--- src/rtl/fetch_unit.sv ---
// Instruction fetch stage: issues requests to instruction memory and feeds the F/D pipeline register.
// Defining FETCH_ADEL_EN adds fetch address checking (misaligned or out-of-window PC raises d_exc).
module fetch_unit (
   input  logic        clk,
   input  logic        reset,
   input  logic [31:0] npc,
   input  logic        stall,
   input  logic        flush,
   output logic [31:0] f_pc,
   output logic        im_req,
   output logic [31:0] im_addr,
   input  logic        im_ack,
   input  logic [31:0] im_rdata,
   output logic        d_valid,
   output logic [31:0] d_instr,
   output logic [31:0] d_pc,
   output logic        d_exc
);

   typedef enum logic {
      ST_REQ,
      ST_HOLD
   } state_t;

   state_t      state_q, state_d;
   logic [31:0] fPc_q, fPc_d;
   logic [31:0] buf_q, buf_d;
   logic        dValid_q, dValid_d;
   logic [31:0] dInstr_q, dInstr_d;
   logic [31:0] dPc_q, dPc_d;
   logic        dExc_q, dExc_d;

   logic        addrBad;
   logic        avail;
   logic [31:0] instr;

`ifdef FETCH_ADEL_EN
   // A bad address never reaches memory; it completes at once as a zero word flagged as an exception.
   assign addrBad = (fPc_q[1:0] != 2'b00) || (fPc_q < 32'h0000_3000) || (fPc_q > 32'h0000_6FFF);
`else
   assign addrBad = 1'b0;
`endif

   assign f_pc    = fPc_q;
   assign im_addr = fPc_q;
   assign im_req  = (state_q == ST_REQ) && !addrBad;
   assign d_valid = dValid_q;
   assign d_instr = dInstr_q;
   assign d_pc    = dPc_q;
   assign d_exc   = dExc_q;

   always_comb begin
      avail = 1'b1;
      instr = buf_q;
      if (state_q == ST_REQ) begin
         avail = addrBad || im_ack;
         instr = addrBad ? 32'h0 : im_rdata;
      end
   end

   always_comb begin
      state_d  = state_q;
      fPc_d    = fPc_q;
      buf_d    = buf_q;
      dValid_d = dValid_q;
      dInstr_d = dInstr_q;
      dPc_d    = dPc_q;
      dExc_d   = dExc_q;
      if (flush) begin
         dValid_d = 1'b0;
         dInstr_d = 32'h0;
         dExc_d   = 1'b0;
         buf_d    = 32'h0;
         fPc_d    = npc;
         state_d  = ST_REQ;
      end else if (avail && !stall) begin
         dValid_d = 1'b1;
         dInstr_d = instr;
         dPc_d    = fPc_q;
         dExc_d   = addrBad;
         fPc_d    = npc;
         state_d  = ST_REQ;
      end else if (avail) begin
         // D cannot accept: park the word so the request can be released without a refetch.
         buf_d   = instr;
         state_d = ST_HOLD;
      end else if (!stall) begin
         dValid_d = 1'b0;
         dInstr_d = 32'h0;
         dExc_d   = 1'b0;
      end
   end

   always_ff @(posedge clk) begin
      if (reset) begin
         state_q  <= ST_REQ;
         fPc_q    <= 32'h0000_3000;
         buf_q    <= 32'h0;
         dValid_q <= 1'b0;
         dInstr_q <= 32'h0;
         dPc_q    <= 32'h0000_3000;
         dExc_q   <= 1'b0;
      end else begin
         state_q  <= state_d;
         fPc_q    <= fPc_d;
         buf_q    <= buf_d;
         dValid_q <= dValid_d;
         dInstr_q <= dInstr_d;
         dPc_q    <= dPc_d;
         dExc_q   <= dExc_d;
      end
   end

endmodule

--- config.mk ---
export PLATFORM = sky130hd
export DESIGN_NAME = fetch_unit
export DESIGN_NICKNAME = d
export VERILOG_FILES = /design/src/rtl/fetch_unit.sv
export SDC_FILE = /design/constraint.sdc
export NUM_CORES = 1
export LEC_CHECK = 0
export CAP_MARGIN = 20
export CORE_ASPECT_RATIO = 1.2
export CORE_UTILIZATION = 45
export DETAILED_ROUTE_END_ITERATION = 10
export GPL_TIMING_DRIVEN = 0
export PLACE_DENSITY = 0.81
export SYNTH_ARGS = -nofsm -noshare
export SYNTH_HDL_FRONTEND = slang
export SYNTH_SLANG_ARGS = --single-unit
--- constraint.sdc ---
create_clock -name clk -period 1.7 [get_ports clk]
set_clock_uncertainty 0.2 [all_clocks]
set_input_delay 0.34 -clock clk [delete_from_list [all_inputs] [get_ports clk]]
set_output_delay 0.34 -clock clk [all_outputs]
set_load 0.05 [all_outputs]
==> results.cfg, run 1 <==
[pwr]
peakVddDrop_mv = 0.507
fin_total_pwr_uw = 8090
cellPowerDensity_nw_per_um2 = 1010
p_leak_uw = 0.00338

[logic_synthesis]
syn-instance-count = 578
synth_area_leaders = dfxtp_1, mux2i_1, nand2b_1
ys_async_sr_fraction_pct = 0
synth_fp_nets = 647
yosysTopAreaCellShare_pct = 47.8
ys_seq_elements = 130
yosys_warnings = 0
synth_edf_count = 0
ys_types = 25
synth_top_area_cell = dfxtp_1
syn-cell-area_sq_um = 5450
ys.flop_type = dfxtp_1
syn_avg_cell_area_sq_um = 9.42
ys_seq_area_share_pct = 47.8

[setup_path]
slowest_stage = dfxtp_2
ff2ff_path_depth = 5
cp_cell_sequence = buf_6 > clkbuf_16 > clkinv_4 > buf_8
crit_arrival_ps = 1140
r2r_end = f_pc[9]
crit_required_ps = 1160
r2r_slack_ps = 110
r2r_start = state_q
cp-start-kind = flop
end_kind = output pin
cp_max_fo = 6
path_class = flop to output pin
max_stage_delay_ps = 320

[final_layout]
drive_gt1_share_pct = 29.0
final_cell_mix = dfxtp_1, nand2b_1, nand2_1, clkdlybuf4s50_1, mux2i_1
syn_to_final_growth_pct = 47.7
multiInputGateArea_sq_um = 2400
nets = 866
final_common_cell = dfxtp_1
fin_area_sq_um = 8040
antennaDiodeCount = 0
fill_cells = 914
seq_area_sq_um = 2610

[global_routing]
grt_max_degree = 17
grt_pass1_wl_microns = 23500
grt-ovfl-total = 0
grt_pass1_vias = 4978
grt_antenna_before_repair = 0
track_usage_pct = 24.3

[floorplan]
initial_utilization_pct = 46.6
die_height_microns = 123
core_area_sq_um = 11700
die_w_microns = 102
dieArea_sq_um = 12500
pin_count = 200
rows = 43

[placed_design]
dp_hpwl_microns = 11100
portBuffers = 197
placed_cell_area_sq_um = 7610
place_congestion = 0.762

[timing]
period_share_pct = 98.7
finalCriticalPeriod_ps = 1680
rsz0062_at_grt = yes
max_freq_mhz = 596
slew_headroom_pct = 66.6
worstMarginPinSlew_ps = 501
final_max_slew_viol_count = 0
hold_violations = 0
setup-violations-final = 0
hold_ws_ps = 185

[min_path]
holdCritStartpoint = im_ack
min_path_cells = 3
hp-class = input port to flop
min_to = state_q

[clock_tree]
htreeDepth = 4
clock-root-buffer = clkbuf_16
hold_buffers = 0
path_clk_slew_ps = 50
ctsLongestPathBuffers = 2
cts_buffers = 17
cts.sinks = 130
clk_latency_ps = 400
tritoncts = done

[route]
drc = 0
wl_met2_microns = 7550
ant_nets = 0
drtPass1Iterations = 5
highest_layer = met4
wl_met3_microns = 1250
num_vias = 4852
vias_per_cell = 5.03
drt_wl_total_microns = 14800
drt_iter0_drc = 145
routedLengthMet1_microns = 5810
wl_per_cell_microns = 15.4

[outcome]
status = completed

[flow_run]
max-cap-violations = 0
[power breakdown]
| part | switching [uW] | internal (uW) | total (uW) |
|---|---|---|---|
| registers | 81.4 | 3170 | 3250 |
| clock network | 1230 | 2090 | 3320 |
| logic | 945 | 575 | 1520 |
| total | 2260 | 5830 | 8090 |
[stage by stage]
step           std cells  worst slack, ps  setup TNS, ps  utilization, %
3_3_place_gp         932             -662         -65970            65.2
2_1_floorplan        578              129              0               -
4_1_cts              961            -74.1          -74.1            69.2
6_report             964             22.2              0            68.9
3_5_place_dp         932             -702         -70680            65.2
5_1_grt              964            -17.3          -17.3            68.9
[layer usage]
metal / track usage [%] / vias to the layer above
met5: 0 / -
met2: 43.4 / 220
met3: 8.66 / 20
met4: 8.48 / 0
li1: - / 2347
met1: 26.1 / 2265
[repair_timing]
| item | 4_1_cts | 5_1_grt |
|---|---|---|
| setup buffers | 0 | 5 |
| gates resized for setup | 518 | 93 |
| setup endpoints to repair | 235 | 122 |
[Yosys cell counts (2+ instances only)]
cell,instances
buf_6,3
dfxtp_1,130
nor3_1,33
nor2_1,7
buf_1,2
nor2b_1,33
a21oi_1,32
buf_4,36
buf_2,12
clkbuf_1,28
nand2_1,65
a221oi_1,32
nand2b_1,90
mux2i_1,64
[sequential cells by signal (all words and copies together), names as in the netlist]
signal / cells
d_pc: 32
d_instr: 32
state_q: 1
f_pc: 32
buf_q: 32
d_valid: 1
[worst max-delay path, delay by kind of cell (launching register included)]
family	cells	cell delay [ps]
buffers and inverters	4	430
flip-flops	1	320
[worst max-delay path by stage]
stage	cells after the start	startpoint	slack, ps	to
floorplan	5	stall	130	d_pc[10]
global placement	5	reset	-660	d_instr[27]
detailed placement	5	reset	-700	d_instr[28]
CTS	4	state_q	-70	im_req
global route	4	state_q	-20	im_req
finish	4	state_q	20	im_req
[cell type report]
class,count,share of cell area [%]
multi-input combinational,366,29.8
tap,157,2.44
timing repair buffer,202,22.0
inverter,1,0.109
sequential,130,32.4
clock buffer,23,5.94
buffer,79,6.63
clock inverter,6,0.716
[kinds of logic (layout without fill, tap and decap cells)]
| group | count (synthesis) | in the layout | share of synthesized area [%] |
|---|---|---|---|
| AND/OR/NAND/NOR | 234 | 234 | 23.0 |
| flip-flops | 130 | 130 | 47.8 |
| buffers and inverters | 82 | 311 | 8.82 |
| AO/OA/AOI/OAI | 67 | 67 | 8.55 |
| multiplexers | 64 | 64 | 11.8 |
| other | 1 | 1 | 0.0689 |
Note: power is estimated with default switching activity, not from simulation.
==> run 2: changes to the inputs <==
--- a/config.mk
+++ b/config.mk
@@ -11,6 +11,7 @@
 export DETAILED_ROUTE_END_ITERATION = 10
 export GPL_TIMING_DRIVEN = 0
 export PLACE_DENSITY = 0.81
+export RECOVER_POWER = 100
 export SYNTH_ARGS = -nofsm -noshare
 export SYNTH_HDL_FRONTEND = slang
 export SYNTH_SLANG_ARGS = --single-unit
==> results of run 2 <==
Final layout, timing and power as in run 1 (identical DEF).
==> run 3: changes to the inputs <==
--- a/config.mk
+++ b/config.mk
@@ -6,12 +6,14 @@
 export NUM_CORES = 1
 export LEC_CHECK = 0
 export CAP_MARGIN = 20
-export CORE_ASPECT_RATIO = 1.2
+export CORE_ASPECT_RATIO = 1.75
 export CORE_UTILIZATION = 45
+export CTS_CLUSTER_SIZE = 40
 export DETAILED_ROUTE_END_ITERATION = 10
 export GPL_TIMING_DRIVEN = 0
 export PLACE_DENSITY = 0.81
 export RECOVER_POWER = 100
+export SKIP_LAST_GASP = 1
 export SYNTH_ARGS = -nofsm -noshare
 export SYNTH_HDL_FRONTEND = slang
 export SYNTH_SLANG_ARGS = --single-unit
==> results.cfg, run 3 (synthesis results as in run 1) <==
[global_routing]
grt_pass1_vias = 5347
track_usage_pct = 25.6
grt-ovfl-total = 0
grt_max_degree = 17
grt_pass1_wl_microns = 25400
grt_antenna_before_repair = 0

[floorplan]
core_area_sq_um = 11600
dieArea_sq_um = 12600
initial_utilization_pct = 46.8
pin_count = 200
die_w_microns = 85.2
rows = 52
die_height_microns = 148

[final_layout]
antennaDiodeCount = 0
final_common_cell = dfxtp_1
final_cell_mix = dfxtp_1, nand2b_1, nand2_1, clkdlybuf4s50_1, mux2i_1
syn_to_final_growth_pct = 47.7
fin_util_pct = 69.0
fin_area_sq_um = 8040
nets = 862
drive_gt1_share_pct = 28.4

[setup_path]
cp_max_fo = 5
path_class = flop to output pin
end_kind = output pin
crit_arrival_ps = 1170
crit_required_ps = 1160
cp-start-kind = flop

[min_path]
hp-class = input port to flop

[route]
drt_iter0_drc = 150
ant_nets = 0
num_vias = 4957
vias_per_cell = 5.28
drtPass1Iterations = 5
drt_wl_total_microns = 15600
wl_per_cell_microns = 16.7
drc = 0

[pwr]
cellPowerDensity_nw_per_um2 = 1110
p_leak_uw = 0.00341
p_sw_uw = 2380
combPwrFrac_pct = 17.0
p_int_uw = 6520
pwr-share-clk_pct = 46.5
peakVddDrop_mv = 0.713
seq_power_share_pct = 36.5
switching_share_pct = 26.8

[timing]
max_freq_mhz = 586
finalCriticalPeriod_ps = 1710
worstMarginPinSlew_ps = 502
hold_violations = 0
final_max_slew_viol_count = 0
setup-violations-final = 1
slew_headroom_pct = 66.6
setup_ws_ps = -6.95
period_share_pct = 100
rsz0062_at_grt = yes

[placed_design]
dp_hpwl_microns = 11700
placed_cell_area_sq_um = 7590
place_congestion = 0.831
portBuffers = 197

[clock_tree]
cts_buffers = 17
htreeDepth = 4
clk_latency_ps = 410
clock-root-buffer = clkbuf_16
hold_buffers = 0
tritoncts = done
ctsLongestPathBuffers = 2
cts.sinks = 130
path_clk_slew_ps = 50

[outcome]
failed_checks = negative setup slack
status = finished with violations

[flow_run]
max-cap-violations = 0
[run 3: changes by cell type in the layout (fill, tap and decap cells not counted), moves of 3 or more]
cell / before / now
clkdlybuf4s15_2: 51 / 41
clkbuf_4: 17 / 25
a221oi_1: 27 / 32
a221oi_2: 5 / 0
bufinv_16: 1 / 6
buf_4: 50 / 46
clkbuf_1: 21 / 17
clkinv_2: 4 / 0
clkdlybuf4s18_2: 5 / 8
clkinv_4: 1 / 4
[run 3: final cells by class]
class	count	area, sq um
Fill cell	981	3610
Sequential cell	130	2600
Multi-Input combinational cell	366	2360
Timing Repair Buffer	199	1710
Buffer	78	522
Clock buffer	18	439
Clock inverter	12	231
Tap cell	135	169
Inverter	1	3.75
[run 3: power groups by stage]
stage / Combinational (uW) / Clock (uW) / Sequential (uW)
after floorplan: 669 / 0 / 3640
final: 1520 / 4140 / 3250
after CTS: 1520 / 4180 / 3250
after global routing: 1600 / 4350 / 3260
after global placement: 1570 / 0 / 3310
after detailed placement: 1590 / 0 / 3310
[run 3: final timing paths]
check                               start        end  slack (ps)  cells after the start
worst max-delay path              state_q     im_req          -7                      4
worst min register to register  buf_q[20]  buf_q[20]         260                      2
worst min-delay path               im_ack    state_q         220                      3
worst max register to register    state_q    f_pc[1]          80                      5
[run 3: worst max-delay path, stage by stage, from the launching register on]
cell	delay, ps
dfxtp_2	330
buf_6	130
buf_8	120
inv_2	50
buf_8	130
[run 3: what timing repair did]
item,4_1_cts,5_1_grt
buffers inserted,0,1
pin swaps,0,3
gates cloned,0,1
hold endpoints to repair,0,0
endpoints found under the setup margin,221,148
resized for setup,529,97
[run 3: layer usage]
layer	wire length (microns)	track usage, %
met2	8970	50.7
met5	0	0
met3	1060	6.87
met1	5260	23.7
met4	355	10.8
[run 3: metrics by stage]
step	std cells	setup WS [ps]	hold slack (ps)	power, uW	TNS, ps
2_1_floorplan	578	129	236	4310	0
3_3_place_gp	910	-578	241	4880	-61740
3_5_place_dp	910	-607	246	4910	-65140
4_1_cts	939	-120	254	8950	-120
5_1_grt	939	-44.6	253	9200	-70.5
6_report	939	-6.95	223	8900	-6.95
